$ cat config.mk
export PLATFORM = sky130hd
export DESIGN_NAME = shift_sequencer
export DESIGN_NICKNAME = d
export VERILOG_FILES = /design/src/rtl/shift_sequencer.sv
export SDC_FILE = /design/constraint.sdc
export NUM_CORES = 1
export LEC_CHECK = 0
export BUFFER_PORTS_ARGS = -buffer_cell sky130_fd_sc_hd__buf_2
export CAP_MARGIN = 15
export CORE_UTILIZATION = 33
export CTS_BUF_LIST = sky130_fd_sc_hd__clkbuf_4
export CTS_CLUSTER_DIAMETER = 40
export DETAILED_ROUTE_END_ITERATION = 8
export SLEW_MARGIN = 5
export SYNTH_ARGS = -nofsm -noshare
export SYNTH_HDL_FRONTEND = slang
export SYNTH_SLANG_ARGS = --single-unit
$ cat constraint.sdc
create_clock -name clk -period 1.4 [get_ports clk]
set_input_delay 0.28 -clock clk [delete_from_list [all_inputs] [get_ports clk]]
set_output_delay 0.28 -clock clk [all_outputs]
set_load 0.02 [all_outputs]
$ cat src/rtl/shift_sequencer.sv
// Multi-cycle logical left shifter: shifts a captured byte one position per clock,
// reporting result, last carry-out and zero status with a start/busy/done handshake.
module shift_sequencer #(
  parameter int WIDTH = 8,
  parameter int CNT_W = 4
) (
  input  logic             clk,
  input  logic             reset,
  input  logic             start,
  input  logic [WIDTH-1:0] data_in,
  input  logic [CNT_W-1:0] shift_amt,
  output logic [WIDTH-1:0] result,
  output logic             carry_flag,
  output logic             zero_flag,
  output logic             busy,
  output logic             done,
  output logic [1:0]       state_dbg
);

  typedef enum logic [1:0] {
    IDLE  = 2'd0,
    SHIFT = 2'd1,
    DONE  = 2'd2
  } state_e;

  localparam logic [CNT_W-1:0] WIDTH_C = CNT_W'(WIDTH);

  state_e           state_q, state_d;
  logic [CNT_W-1:0] cnt_q, cnt_d;
  logic [WIDTH-1:0] result_q, result_d;
  logic             carry_q, carry_d;
  logic [CNT_W-1:0] amt_sat;

  // Handshake: start is taken on a rising edge only while not busy (IDLE or DONE);
  // done pulses for one cycle once result/carry are final, and busy never overlaps done.
  assign amt_sat = (shift_amt > WIDTH_C) ? WIDTH_C : shift_amt;

  always_ff @(posedge clk) begin
    if (reset) begin
      state_q  <= IDLE;
      cnt_q    <= '0;
      result_q <= '0;
      carry_q  <= 1'b0;
    end else begin
      state_q  <= state_d;
      cnt_q    <= cnt_d;
      result_q <= result_d;
      carry_q  <= carry_d;
    end
  end

  always_comb begin
    state_d  = state_q;
    cnt_d    = cnt_q;
    result_d = result_q;
    carry_d  = carry_q;
    case (state_q)
      IDLE, DONE: begin
        if (start) begin
          result_d = data_in;
          carry_d  = 1'b0;
          cnt_d    = amt_sat;
          state_d  = (amt_sat == '0) ? DONE : SHIFT;
        end else if (state_q == DONE) begin
          state_d = IDLE;
        end
      end
      SHIFT: begin
        result_d = {result_q[WIDTH-2:0], 1'b0};
        carry_d  = result_q[WIDTH-1];
        cnt_d    = cnt_q - CNT_W'(1);
        if (cnt_q == CNT_W'(1)) state_d = DONE;
      end
      default: state_d = IDLE;
    endcase
  end

  assign result     = result_q;
  assign carry_flag = carry_q;
  assign zero_flag  = (result_q == '0);
  assign busy       = (state_q == SHIFT);
  assign done       = (state_q == DONE);
  assign state_dbg  = state_q;

endmodule

# ---- After elaboration in Yosys (flattened, before gate mapping)
# Index checks and enable logic that the tools add are counted.
dict set report totals {
  input_bits 15
  elab_cells 31
  regBits 15
  output_inout_bits 14
}
dict set report op_classes {
  n_reduce_logical 7
  muxes 12
  n_eq_ne 6
  n_lt_le_gt_ge 1
  n_addsub 1
}
# op n
set op_table {}
lappend op_table {{$pmux W8 S2} 1}
lappend op_table {{$logic_not A8 Y1} 1}
lappend op_table {{$mux W2} 4}
lappend op_table {{$mux W4} 2}
lappend op_table {{$mux W8} 1}
lappend op_table {{$pmux W4 S2} 1}
lappend op_table {{$eq A4 B1 Y1 const B} 1}
lappend op_table {{$gt A4 B4 Y1 const B} 1}
lappend op_table {{$logic_not A4 Y1} 1}
lappend op_table {{$pmux W2 S2} 1}
lappend op_table {{$reduce_and A2 Y1} 2}
lappend op_table {{$sub A4 B1 Y4 const B} 1}
lappend op_table {{$ne A3 B3 Y1 const B} 1}
lappend op_table {{$eq A2 B1 Y1 const B} 1}
lappend op_table {{$eq A2 B2 Y1 const B} 1}
lappend op_table {{$logic_not A2 Y1} 1}
lappend op_table {{$ne A2 B1 Y1 const B} 1}
lappend op_table {{$ne A2 B2 Y1 const B} 1}
lappend op_table {{$pmux W1 S2} 1}
lappend op_table {{$reduce_bool A2 Y1} 1}
lappend op_table {{$reduce_or A2 Y1} 1}
lappend op_table {{$mux W1} 1}

# ---- Depth between registers and ports, before layout
# Gate-level depths: netlist of the first run.
dict set report logic_depth {
  depth_word 6
  mapped_depth 5
  mapped_depth_nobuf 5
}

# ---- Worst setup path after synthesis of the first run
# OpenSTA, ideal clock, no wires.
dict set report synth_timing {
  kind {register -> output}
  startpoint {register result_q[6], in the netlist result[6]}
  endpoint {output zero_flag}
  slack_ps -88
  arrival_ps 1208
  stages_incl_launch_ff 3
  required_time_ps 1120
  n_path_buf 0
  path_cell_list {dfxtp_1 -> or4_1 -> nor2_1}
}
dict set report synth_between {
  elab_chain_cells 1
}
# element line_no
set synth_rtl {}
lappend synth_rtl {{start, declared} 30} ;# logic [WIDTH-1:0] result_q, result_d;
lappend synth_rtl {{start signal, assigned} 47} ;# result_q <= result_d;
lappend synth_rtl {{$logic_not A8 Y1} 80} ;# assign zero_flag = (result_q == '0);
lappend synth_rtl {{end, declared} 14} ;# output logic zero_flag,
# No other way between the ends.

# ---- Worst setup path in the final report of the first run
dict set report layout_timing {
  startpoint {register result_q[4], in the netlist result[4]}
  endpoint {output zero_flag}
}
# The elaborated chain is that of the path after synthesis.

==> results.txt, run 1 <==
max_cap viols = 0
IR drop worst, VDD = 614 uV
Final Critical Period = 1660 ps
Final Max Tran Viols = 0
Max Clk Rate = 0.601 GHz
Slew HR = 74.1%
violated checks = setup timing
hpwl dp = 1370 um
die width = 48.8 um
Final Net Count = 146
CTS clk-pin slew, worst paths = 90 ps
setup slack after layout = -263 ps
cell count after placement = 151
Place WS = 19.3 ps
core area = 2000 um2
Reg power frac = 45.0%
Yosys warning count = 0
drt pass-1 iters = 4
Antenna Cells = 0
sequential area share after synthesis = 41.6%
initial drt markers = 17
crit path DAT = 1380 ps
type of origin of the critical path = flip-flop
GRT overflow = 0
RSZ-0062 raised after global routing = true
hold buffer count at CTS = 0
Final GP Congestion = 0.790
clk_lat worst skew = 290 ps
largest net degree at the start of global routing = 16
Comb pwr share = 30.8%
Worst Setup End Kind = output pin
Req. time, crit path = 1120 ps
R2R Setup Slk = 160 ps
Num CTS Buffers = 3
Synth top area share = 41.6%
mapped cell area = 722 um2
maximum clock path buffer count = 2
Filler Cells Inserted = 201
Die Ht = 48.8 um
Post-CTS Setup Inserts = 0
CTS tree = done
vias in the first global route = 715
Clk pwr share = 24.2%
actual transition at the worst max-transition pin = 384 ps
vias post-DR = 808
Sink Count = 15
first-pass GRT wire length = 3190 um
Sw Ratio = 32.0%
setup TNS = -263 ps
Worst Skew = 3.71 ps
initial antenna violation count = 0
ratio of cells with drive above 1 in the final layout = 39.8%
Post-Route WL = 1860 um
flops & latches, synth = 15
cells after synthesis = 90
die area = 2380 um2
WL per Instance = 12.0 um
Core Util, Final = 51.0%
P_sw = 0.357 mW
Final period util = 119%
crit-path max FO = 2
final setup fails = 1
non-filler cells, final = 155
internal power = 0.759 mW
drt drc = 0
vias per cell = 5.21
Synth area leader = dfxtp_1
Mapped Nets = 107
total track usage = 17.8%
DRT antenna net count = 0
status = finished, violations left
Port Buffer Count = 28
Top-Level Pins = 29
clk root buf = clkbuf_4
most common cell after layout, fill and taps aside = buf_2
power density cells = 1090 nW/um2
Synth area leaders = dfxtp_1 42%, nand2_1 8.8%, a311oi_1 8.5%
Synth-to-Final Area Change = 41.4%
initial core utilization = 36.1%
most frequent cells in the layout = 26 x buf_2, 17 x nand2_1, 12 x dfxtp_1, 12 x buf_4, 9 x nor2_1
# H-tree levels = 1
critical setup path kind = reg -> out
Synth cell types = 26
P_leak = 0.473 nW
worst hold margin = 224 ps
Mapped Avg Cell Area = 8.02 um2
Tightest Hold Check Type = in -> reg
Row Count = 16
Final Hold Fails = 0
==> state kept, by name, indices dropped and copies added, names as in the netlist <==
name and count:
result 8, cnt_q 4, state_dbg 2, carry_flag 1
==> worst paths after layout <==
| path | start | end | cells past startpoint |
|---|---|---|---|
| hold / removal | data_in[0] | result[0]$_SDFFE_PP0P_ | 3 |
| setup reg to reg | cnt_q[1]$_SDFFE_PP0P_ | state_dbg[0]$_SDFFE_PP0P_ | 5 |
| setup / recovery | result[4]$_SDFFE_PP0P_ | zero_flag | 3 |
| hold reg to reg | carry_flag$_SDFFE_PP0P_ | carry_flag$_SDFFE_PP0P_ | 2 |
==> repair_timing <==
item | in CTS | in global routing
endpoints found under the setup margin | 2 | 2
gates resized for setup | 5 | 4
pin swaps | 1 | 2
gates cloned | 0 | 0
==> through the flow <==
step / cell area, um2 / power, mW
after floorplan: 733 / 0.706
after global placement: 965 / 0.833
after detailed placement: 965 / 0.836
after CTS: 1010 / 1.12
after global routing: 1020 / 1.19
final: 1020 / 1.12
==> power groups by stage <==
stage               clock (mW)  combinational (mW)  sequential (mW)
floorplan                    0               0.164            0.542
global placement             0               0.326            0.506
detailed placement           0               0.328            0.508
CTS                      0.277               0.345            0.501
global route             0.303               0.379            0.508
finish                   0.270               0.344            0.502
==> layout make-up <==
type,count,area [um2],share of cell area [%]
clock buffer,4,30.0,2.94
inverter,5,18.8,1.84
timing repair buffer,39,231,22.7
multi-input combinational,65,400,39.2
sequential,15,307,30.0
tap,27,33.8,3.31
==> layer usage <==
layer	share of wire, %	GRT usage, %	up-vias
met5	0	0	-
met4	1.0	5.88	0
met3	6.1	6.85	4
met2	47	29.2	29
met1	46	21.2	375
li1	-	-	400
==> critical path, stage by stage, from the launching register on <==
cell	delay [ps]
dfxtp_2	330
or4_4	540
nor2_4	120
buf_6	120
==> kinds of logic after synthesis <==
| logic type | count (synthesis) | share of synthesized area, % |
|---|---|---|
| fa+ha+maj | 2 | 3.47 |
| flops | 15 | 41.6 |
| simple gates | 44 | 28.9 |
| compound gates | 19 | 19.9 |
| buf+inv | 10 | 6.07 |
==> synth_stat cells, drive strengths merged <==
| cell | instances |
|---|---|
| a2111oi | 1 |
| a21oi | 4 |
| a22oi | 2 |
| a311oi | 7 |
| a31oi | 2 |
| a32oi | 1 |
| buf | 3 |
| clkbuf | 2 |
| dfxtp | 15 |
| ha | 2 |
| inv | 5 |
| nand2 | 17 |
| nand2b | 2 |
| nand3 | 4 |
| nor2 | 10 |
| nor2b | 2 |
| nor3 | 1 |
| nor3b | 1 |
| nor4 | 1 |
| nor4bb | 1 |
| o211ai | 1 |
| o22a | 1 |
| or3 | 3 |
| or4 | 2 |
Power figures use the tool's default switching activity.
==> run 2: changes to the inputs <==
Settings changed: PLACE_DENSITY_LB_ADDON set to 0.1, TNS_END_PERCENT set to 20.
==> results.txt, run 2 (same netlist as run 1, synthesis figures left out) <==
clk_lat worst skew = 280 ps
drt pass-1 iters = 4
Final period util = 119%
hold buffer count at CTS = 0
Reg2Reg Depth = 5
Final Max Tran Viols = 0
P_leak = 0.472 nW
Synth-to-Final Area Change = 41.8%
Final GP Congestion = 0.781
total track usage = 17.3%
most frequent cells in the layout = 26 x buf_2, 17 x nand2_1, 12 x dfxtp_1, 12 x buf_4, 9 x nor2_1
GRT overflow = 0
violated checks = setup timing
RSZ-0062 raised after global routing = true
initial antenna violation count = 0
initial drt markers = 19
most common cell after layout, fill and taps aside = buf_2
Worst Setup End Kind = output pin
critical setup path kind = reg -> out
Port Buffer Count = 28
die width = 48.8 um
Top-Level Pins = 29
Hold Path End = result[0]$_SDFFE_PP0P_
vias post-DR = 766
actual transition at the worst max-transition pin = 438 ps
setup slack after layout = -267 ps
setup TNS = -267 ps
Worst Skew = 6.58 ps
r2r endpoint = state_dbg[0]$_SDFFE_PP0P_
initial core utilization = 36.1%
Filler Cells Inserted = 213
die area = 2380 um2
CTS tree = done
Worst Hold Depth = 3
clk root buf = clkbuf_4
type of origin of the critical path = flip-flop
CTS clk-pin slew, worst paths = 90 ps
r2r startpoint = cnt_q[1]$_SDFFE_PP0P_
Tightest Hold Check Type = in -> reg
# H-tree levels = 1
Row Count = 16
worst hold path startpoint = data_in[0]
crit-path max FO = 2
ratio of cells with drive above 1 in the final layout = 39.8%
vias per cell = 4.94
vias in the first global route = 734
drt drc = 0
Die Ht = 48.8 um
Req. time, crit path = 1120 ps
final setup fails = 1
crit path DAT = 1390 ps
largest net degree at the start of global routing = 16
max_cap viols = 0
Post-Route WL = 1810 um
cell count after placement = 151
Num CTS Buffers = 3
DRT antenna net count = 0
first-pass GRT wire length = 3200 um
non-filler cells, final = 155
Final Hold Fails = 0
core area = 2000 um2
hpwl dp = 1370 um
Core Util, Final = 51.1%
Max Clk Rate = 0.600 GHz
Sink Count = 15
power density cells = 1090 nW/um2
WL per Instance = 11.7 um
Final Net Count = 146
Final Critical Period = 1670 ps
IR drop worst, VDD = 642 uV
status = finished, violations left
Antenna Cells = 0
R2R Setup Slk = 140 ps
maximum clock path buffer count = 2
Slew HR = 70.4%
max reg flops = 8
## run 2: cell counts in the layout (fill, tap and decap cells not counted)
Identical to the previous run, type by type.
## run 2: cell type report
class / instances / area, um2 / share of cell area [%]
multi-input cells: 65 / 400 / 39.1
flip-flops and latches: 15 / 307 / 30.0
repair buffers: 39 / 231 / 22.6
well taps: 27 / 33.8 / 3.30
clock buffers: 4 / 30.0 / 2.93
inverters: 5 / 21.3 / 2.08
## run 2: metrics by stage
| step | setup slack (ps) | cell area, um2 | total power [mW] | hold WS [ps] |
|---|---|---|---|---|
| 4_1_cts | -268 | 1010 | 1.12 | 235 |
| 3_5_place_dp | -5.52 | 965 | 0.835 | 458 |
| 5_1_grt | -306 | 1020 | 1.19 | 240 |
| 3_3_place_gp | 17.2 | 965 | 0.834 | 451 |
| 6_report | -267 | 1020 | 1.11 | 244 |
| 2_1_floorplan | 7.25 | 733 | 0.706 | 352 |
## run 2: layer usage
| layer | vias to the layer above | share of wire, % | track usage, % |
|---|---|---|---|
| li1 | 398 | - | - |
| met1 | 351 | 49 | 22.5 |
| met3 | 2 | 4.3 | 6.54 |
| met2 | 15 | 46 | 26.6 |
| met4 | 0 | 0.66 | 4.90 |
| met5 | - | 0 | 0 |
## run 2: timing repair
item,4_1_cts,5_1_grt
pin swaps,0,1
buffers inserted,0,0
gates resized for setup,5,5
endpoints found under the setup margin,2,2
## run 2: how the worst max path moves through the flow
stage / depth (start not counted) / startpoint / slack [ps] / end
3_5_place_dp: 3 / result[6]$_SDFFE_PP0P_ / -6 / zero_flag
2_1_floorplan: 2 / result[6]$_SDFFE_PP0P_ / 7 / zero_flag
4_1_cts: 3 / result[2]$_SDFFE_PP0P_ / -270 / zero_flag
5_1_grt: 3 / result[6]$_SDFFE_PP0P_ / -310 / zero_flag
6_report: 3 / result[6]$_SDFFE_PP0P_ / -270 / zero_flag
3_3_place_gp: 3 / result[6]$_SDFFE_PP0P_ / 20 / zero_flag
## run 2: critical path, cell delays in order (launching register included)
cell	delay [ps]
dfxtp_2	330
or4_4	540
nor2_4	120
buf_6	120
## run 2: report_power, final
| part | internal (mW) | switching (mW) | leakage [nW] |
|---|---|---|---|
| clock network | 0.130 | 0.134 | 0.0184 |
| logic | 0.160 | 0.186 | 0.329 |
| registers | 0.469 | 0.0329 | 0.125 |
| total | 0.758 | 0.353 | 0.472 |
